### config.mk
export PLATFORM = sky130hd
export DESIGN_NAME = arch_cdc_capture_flat
export DESIGN_NICKNAME = d
export VERILOG_FILES = /design/src/rtl/arch_cdc_capture_pkg.sv /design/src/rtl/arch_cdc_capture_if.sv /design/src/rtl/arch_cdc_stable_filter.sv /design/src/rtl/arch_cdc_capture.sv /design/src/flat_wrapper.sv
export SDC_FILE = /design/constraint.sdc
export NUM_CORES = 1
export LEC_CHECK = 0
export ABC_CLOCK_PERIOD_IN_PS = 2350
export CAP_MARGIN = 30
export CORE_MARGIN = 1.5
export CORE_UTILIZATION = 50
export CTS_BUF_LIST = sky130_fd_sc_hd__clkbuf_8
export CTS_CLUSTER_DIAMETER = 40
export DETAILED_ROUTE_END_ITERATION = 16
export GPL_ROUTABILITY_DRIVEN = 0
export PLACE_DENSITY_LB_ADDON = 0.2
export SETUP_SLACK_MARGIN = 0.4
export SLEW_MARGIN = 10
export SYNTH_ARGS = -nofsm -noshare
export SYNTH_HDL_FRONTEND = slang
export SYNTH_HIERARCHICAL = 1
export SYNTH_SLANG_ARGS = --single-unit
### constraint.sdc
create_clock -name dst_clk -period 2.35 [get_ports dst_clk]
set_input_delay 0.235 -clock dst_clk [delete_from_list [all_inputs] [get_ports dst_clk]]
set_output_delay 0.235 -clock dst_clk [all_outputs]
set_load 0.03 [all_outputs]
### src/rtl/arch_cdc_capture_pkg.sv
// arch_cdc_pkg: shared types and widths for the CDC capture stage
package arch_cdc_pkg;
  typedef enum logic {IDLE, SETTLE} cdc_cap_state_t;
  localparam int CDC_CAP_CNT_W = 8;
  localparam int CDC_CAP_DROP_W = 16;
endpackage

### src/rtl/arch_cdc_capture_if.sv
// arch_cdc_capture_if: valid/ready word channel out of the capture stage
interface arch_cdc_capture_if #(parameter int WIDTH = 2);
  logic m_tvalid;
  logic m_tready;
  logic [WIDTH-1:0] m_tdata;
  modport master(output m_tvalid, m_tdata, input m_tready);
  modport slave(input m_tvalid, m_tdata, output m_tready);
endinterface

### src/rtl/arch_cdc_stable_filter.sv
// arch_cdc_stable_filter: holds a bit-skewed bus until stable, strobes commit on new words
module arch_cdc_stable_filter
  import arch_cdc_pkg::*;
#(
  parameter int WIDTH = 2,
  parameter int STABLE_CYCLES = 2,
  parameter logic [WIDTH-1:0] RESET_VALUE = '0
) (
  input  logic             dst_clk,
  input  logic             dst_rst,
  input  logic [WIDTH-1:0] sync_data,
  input  logic [WIDTH-1:0] committed,
  output logic [WIDTH-1:0] s_q,
  output logic             commit,
  output logic             busy
);
  localparam logic [CDC_CAP_CNT_W-1:0] LIM = CDC_CAP_CNT_W'(STABLE_CYCLES - 1);
  cdc_cap_state_t state;
  logic [CDC_CAP_CNT_W-1:0] cnt;
  logic diff;
  assign diff = sync_data != s_q;
  assign busy = state == SETTLE;
  // window closes on the cycle the count has already reached its limit
  assign commit = busy && !diff && cnt >= LIM && s_q != committed;
  always_ff @(posedge dst_clk or posedge dst_rst) begin
    if (dst_rst) begin
      s_q <= RESET_VALUE;
      cnt <= '0;
      state <= IDLE;
    end else begin
      s_q <= sync_data;
      if (diff) begin
        cnt <= '0;
        state <= SETTLE;
      end else if (busy) begin
        if (cnt < LIM) cnt <= cnt + 1'b1;
        else state <= IDLE;
      end
    end
  end
endmodule

### src/rtl/arch_cdc_capture.sv
// arch_cdc_capture: qualified capture of a synchronised word onto a one-deep overwrite buffer
// ARCH_CDC_CAPTURE_DROP_COUNT_EN enables the saturating drop counter
module arch_cdc_capture
  import arch_cdc_pkg::*;
#(
  parameter int WIDTH = 2,
  parameter int STABLE_CYCLES = 2,
  parameter logic [WIDTH-1:0] RESET_VALUE = '0
) (
  input  logic                      dst_clk,
  input  logic                      dst_rst,
  input  logic [WIDTH-1:0]          sync_data,
  arch_cdc_capture_if.master        m,
  output logic                      drop,
  output logic                      busy,
  output logic [CDC_CAP_DROP_W-1:0] drop_count
);
  logic [WIDTH-1:0] s_q, committed, data_q;
  logic commit, valid_q, busy_w, drop_n;
  arch_cdc_stable_filter #(.WIDTH(WIDTH), .STABLE_CYCLES(STABLE_CYCLES), .RESET_VALUE(RESET_VALUE)) u_filter (
    .dst_clk(dst_clk),
    .dst_rst(dst_rst),
    .sync_data(sync_data),
    .committed(committed),
    .s_q(s_q),
    .commit(commit),
    .busy(busy_w)
  );
  assign busy = busy_w;
  assign drop_n = commit && valid_q && !m.m_tready;
  assign m.m_tvalid = valid_q;
  assign m.m_tdata = data_q;
  always_ff @(posedge dst_clk or posedge dst_rst) begin
    if (dst_rst) begin
      committed <= RESET_VALUE;
      data_q <= RESET_VALUE;
      valid_q <= 1'b0;
      drop <= 1'b0;
    end else begin
      drop <= drop_n;
      if (commit) begin
        committed <= s_q;
        data_q <= s_q;
        valid_q <= 1'b1;
      end else if (valid_q && m.m_tready) begin
        valid_q <= 1'b0;
      end
    end
  end
`ifdef ARCH_CDC_CAPTURE_DROP_COUNT_EN
  logic [CDC_CAP_DROP_W-1:0] dc_q;
  always_ff @(posedge dst_clk or posedge dst_rst) begin
    if (dst_rst) dc_q <= '0;
    else if (drop_n && dc_q != '1) dc_q <= dc_q + 1'b1;
  end
  assign drop_count = dc_q;
`else
  assign drop_count = '0;
`endif
endmodule
### src/flat_wrapper.sv
// flat-port wrapper written by rule: the top's interface ports become plain ports
module arch_cdc_capture_flat import arch_cdc_pkg::*;
#(
  parameter int WIDTH = 2,
  parameter int STABLE_CYCLES = 2,
  parameter logic [WIDTH-1:0] RESET_VALUE = '0
)
  (dst_clk, dst_rst, sync_data, drop, busy, drop_count, m_m_tvalid, m_m_tdata, m_m_tready);
  arch_cdc_capture_if #(.WIDTH(WIDTH)) m_i ();
  input  logic dst_clk;
  input  logic dst_rst;
  input  logic [WIDTH-1:0] sync_data;
  output logic drop;
  output logic busy;
  output logic [CDC_CAP_DROP_W-1:0] drop_count;
  output wire logic [$bits(m_i.m_tvalid)-1:0] m_m_tvalid;
  output wire logic [$bits(m_i.m_tdata)-1:0] m_m_tdata;
  input wire logic [$bits(m_i.m_tready)-1:0] m_m_tready;
  assign m_m_tvalid = m_i.m_tvalid;
  assign m_m_tdata = m_i.m_tdata;
  assign m_i.m_tready = m_m_tready;
  arch_cdc_capture #(.WIDTH(WIDTH), .STABLE_CYCLES(STABLE_CYCLES), .RESET_VALUE(RESET_VALUE)) u_core (.dst_clk(dst_clk), .dst_rst(dst_rst), .sync_data(sync_data), .m(m_i), .drop(drop), .busy(busy), .drop_count(drop_count));
endmodule
==> results.txt <==
----------------------------------------------------
[Setup path]
  Critical path endpoint category ... register
  Maximum net fanout on the critical path ... 7
  Critical Path Start Type ... input port
  Launching point of the worst reg2reg path ... u_core/u_filter/s_q[1]$_DFF_PP0_
  Worst setup path category ... input port to register
  Cell type of the slowest stage on the worst timing path ... clkdlybuf4s50_1
  Worst EP required ... 2.48 ns
  Cell breakdown of the critical path ... clkdlybuf4s50_1 > xnor2_1 > o2111ai_1 > a21oi_1 > mux2_2
  Worst reg-to-reg path cell count ... 4
  Largest stage delay on the critical path ... 0.43 ns
  Worst-case register-to-register setup slack ... 0.59 ns
  Worst EP arrival ... 1.92 ns
  Capture point of the worst reg-to-reg path ... u_core/m.m_tdata[1]$_DFFE_PP0P_

[Global route]
  Vias in the first global route ... a little under 500
  Total gr overflow ... 0
  Initial antenna violation count ... 0
  Overall track demand over capacity in global routing ... between 10% and 20%
  Wire length of the first global-routing pass ... 2070 um
  Maximum number of pins on one net before global-route repair ... 12

[Power]
  Relative contribution of sequential cells to total power ... about two fifths
  Maximum VDD drop ... 0.459 mV
  Part of the power in combinational logic ... 31.4%
  Leakage component of the power ... 0.000465 uW
  Clock group share of total power ... between 20% and 30%
  Internal power of the cells ... approximately 500 uW
  Net switching power ... 254 uW
  Pwr dens ... 856 nW/um^2
  Sw frac ... between 30 and 40%

[STA]
  Hold slack ... 0.196 ns
  Number of setup violations in the final report ... 0
  Hold Vio Cnt, Final ... 0
  Post-route setup slack ... 0.561 ns
  Max Fclk ... 559 MHz
  Final Critical Period ... 1.79 ns
  Total Neg Setup Slack ... 0 ns
  Setup repair after global routing missed its margin ... no
  Crit share post-route ... 76.1%
  Final Max Slew Viols ... 0
  Setup skew after layout ... 0.00341 ns

[Routing]
  Avg WL per Cell ... 12.3 um
  Routed WL ... about 1200 um
  Drt first-iter violations ... 6
  Via/cell ratio ... 4.93
  Detailed-route via count ... between 400 and 500
  Routed Antenna Nets ... 0
  DRC Markers ... 0
  Pre-Repair DR Iteration Count ... 4

[Floorplanning]
  Number of top-level pins ... 26
  Standard-cell row count ... 14
  Floorplan Core Area ... 1490 um^2
  Overall die height ... 42.6 um
  Initial Utilization ... 52.7%
  Horizontal die dimension ... 42.6 um
  Area enclosed by the die boundary ... 1820 um^2

[Final layout]
  Final core area utilization ... approximately three fifths
  Fin nets ... 92
  Antenna fix cells ... 0
  Fillers ... roughly 130
  Area overhead of the layout relative to synthesis ... 12.6%
  Fraction of final layout cells sized beyond drive strength 1 ... 13.3%

[Place]
  Total of buffers placed on input and output ports ... 9
  Pre-CTS worst setup slack ... 0.311 ns
  DP HPWL ... 933 um

[Clocking]
  Hold-fix buffers, CTS ... 0
  Post-CTS Setup Repair Bufs ... 0
  Htree depth ... 1
  Master cell of the clock root buffer ... clkbuf_8
  Clock latency of the later-clocked register in the worst-skew pair ... ~0.24 ns
  Count of instances resized after the clock tree is built ... 0
  Clock-pin slew on the worst setup and hold paths ... 0.06 ns
  Sinks on the clock net ... 15
  Longest Clk Path Bufs ... 2
  CTS Buf Count ... 3
  TritonCTS clock tree ... done

[Logic synthesis]
  Per-instance average area after synthesis ... about 11 um^2
  Number of warnings reported in the yosys synthesis log ... 6
  Area fraction in compound gates after synthesis ... under 10%
  Synthesized-area fraction occupied by adder cells ... 4.78%
  Post-synthesis cell type count ... 23
  Proportion of netlist area held by the largest area contributor ... 47.8%
  Flip-flop and latch count after synthesis ... 15
  Netlist Area Pre-Place ... between 700 and 800 um^2
  Dominant cells by area after synthesis ... dfrtp_1, buf_4, ha_1, and3_1, or4b_4
  Multiplexer share of the synthesized area ... 2.87%
  Sequential area share after synthesis ... 47.8%
  Biggest area consumer among synthesized cells ... dfrtp_1
  Gate count of the mapped netlist ... 70
  Xor-xnor portion of the synthesized cell area ... 4.47%
  Dominant combinational cell family by area after synthesis ... buffers and inverters
  Simple-gate portion of the synthesized area ... 14.4%

[Run status]
  Run status ... finished clean

[Run]
  Max-cap check violation count ... 0

[Min path]
  HP Class ... input port to async pin

----------------------------------------------------
-- power groups by stage --
stage	clock [uW]	combinational, uW	sequential [uW]
after CTS	204	238	316
after global routing	213	257	321
after detailed placement	0	238	320
after global placement	0	236	320
after floorplan	0	138	362
final	203	237	316
-- per-stage QoR --
stage | cells | power, uW | instance area [um^2]
2_1_floorplan | 85 | 500 | 841
3_3_place_gp | 95 | 557 | 838
3_5_place_dp | 95 | 558 | 838
4_1_cts | 99 | 759 | 883
5_1_grt | 99 | 791 | 883
6_report | 99 | 756 | 883
-- cell usage after synthesis (all sizes together) --
cell	number
xnor2	2
buf	16
o2111ai	1
nor2	1
nor3	1
nand4	2
o21bai	1
a21oi	3
dfrtp	15
conb	1
a21o	1
nand2	1
o21ai	2
nor4	1
nor4b	1
a41oi	1
inv	5
and3	6
or4b	2
mux2	2
ha	3
xor2	2
-- state kept, by name (all words and copies together) (netlist names) --
signal,flops
u_core/m.m_tvalid,1
u_core/drop,1
u_core/m.m_tdata,2
u_core/u_filter/busy,1
u_core/u_filter/cnt,8
u_core/u_filter/s_q,2
-- critical path, delay by kind of cell --
family / cells / cell delay [ns]
xor+xnor: 1 / 0.41
compound gates: 2 / 0.47
buf+inv: 1 / 0.43
mux: 1 / 0.37
-- layer usage --
metal / global-route usage, % / part of all wire (%)
met5: 0 / 0
met4: 7.50 / 1.2
met3: 2.59 / 3.4
met2: 26.8 / 49
met1: 19.3 / 47
-- logic make-up (layout without fill, tap and decap cells) --
logic type	after synthesis	in the layout
AO/OA/AOI/OAI	9	9
XOR/XNOR	4	4
adder cells (fa/ha/maj)	3	3
buffers and inverters	21	19
flip-flops	15	15
multiplexers	2	2
other	1	16
AND/OR/NAND/NOR	15	15
-- how the worst max path moves through the flow --
| stage | start | endpoint | cells past startpoint | slack (ns) |
|---|---|---|---|---|
| after CTS | sync_data[1] | u_core/m.m_tdata[1]$_DFFE_PP0P_ | 5 | 0.57 |
| after floorplan | u_core/u_filter/s_q[1]$_DFF_PP0_ | u_core/m.m_tdata[0]$_DFFE_PP0P_ | 4 | 0.80 |
| after global routing | sync_data[1] | u_core/m.m_tdata[1]$_DFFE_PP0P_ | 5 | 0.45 |
| final | sync_data[1] | u_core/m.m_tdata[1]$_DFFE_PP0P_ | 5 | 0.56 |
| after global placement | sync_data[1] | u_core/m.m_tdata[0]$_DFFE_PP0P_ | 5 | 0.38 |
| after detailed placement | sync_data[1] | u_core/m.m_tdata[1]$_DFFE_PP0P_ | 5 | 0.31 |
-- cell type report --
type	count	area (um^2)	share of cell area, %
sequential	15	375	42.5
multi-input combinational	49	327	37.0
timing repair buffer	10	97.6	11.0
clock buffer	3	41.3	4.67
tap	16	20.0	2.27
inverter	5	18.8	2.12
clock inverter	1	3.75	0.425
-- cell usage in the layout (no fill, tap or decap) --
cell              n
xnor2_1           2
nand2_1           1
a41oi_1           1
o21bai_1          1
a21o_2            1
nor3_1            1
a21oi_1           3
and3_1            5
nor2_1            1
nor4_1            1
nand4_1           2
and3_2            1
mux2_2            2
clkbuf_8          3
clkdlybuf4s50_1   9
buf_4             1
inv_1             6
nor4b_2           1
or4b_4            2
conb_1           16
o2111ai_1         1
xor2_1            2
dfrtp_1          15
ha_1              3
o21ai_1           2
(Power assumes the default switching activity.)
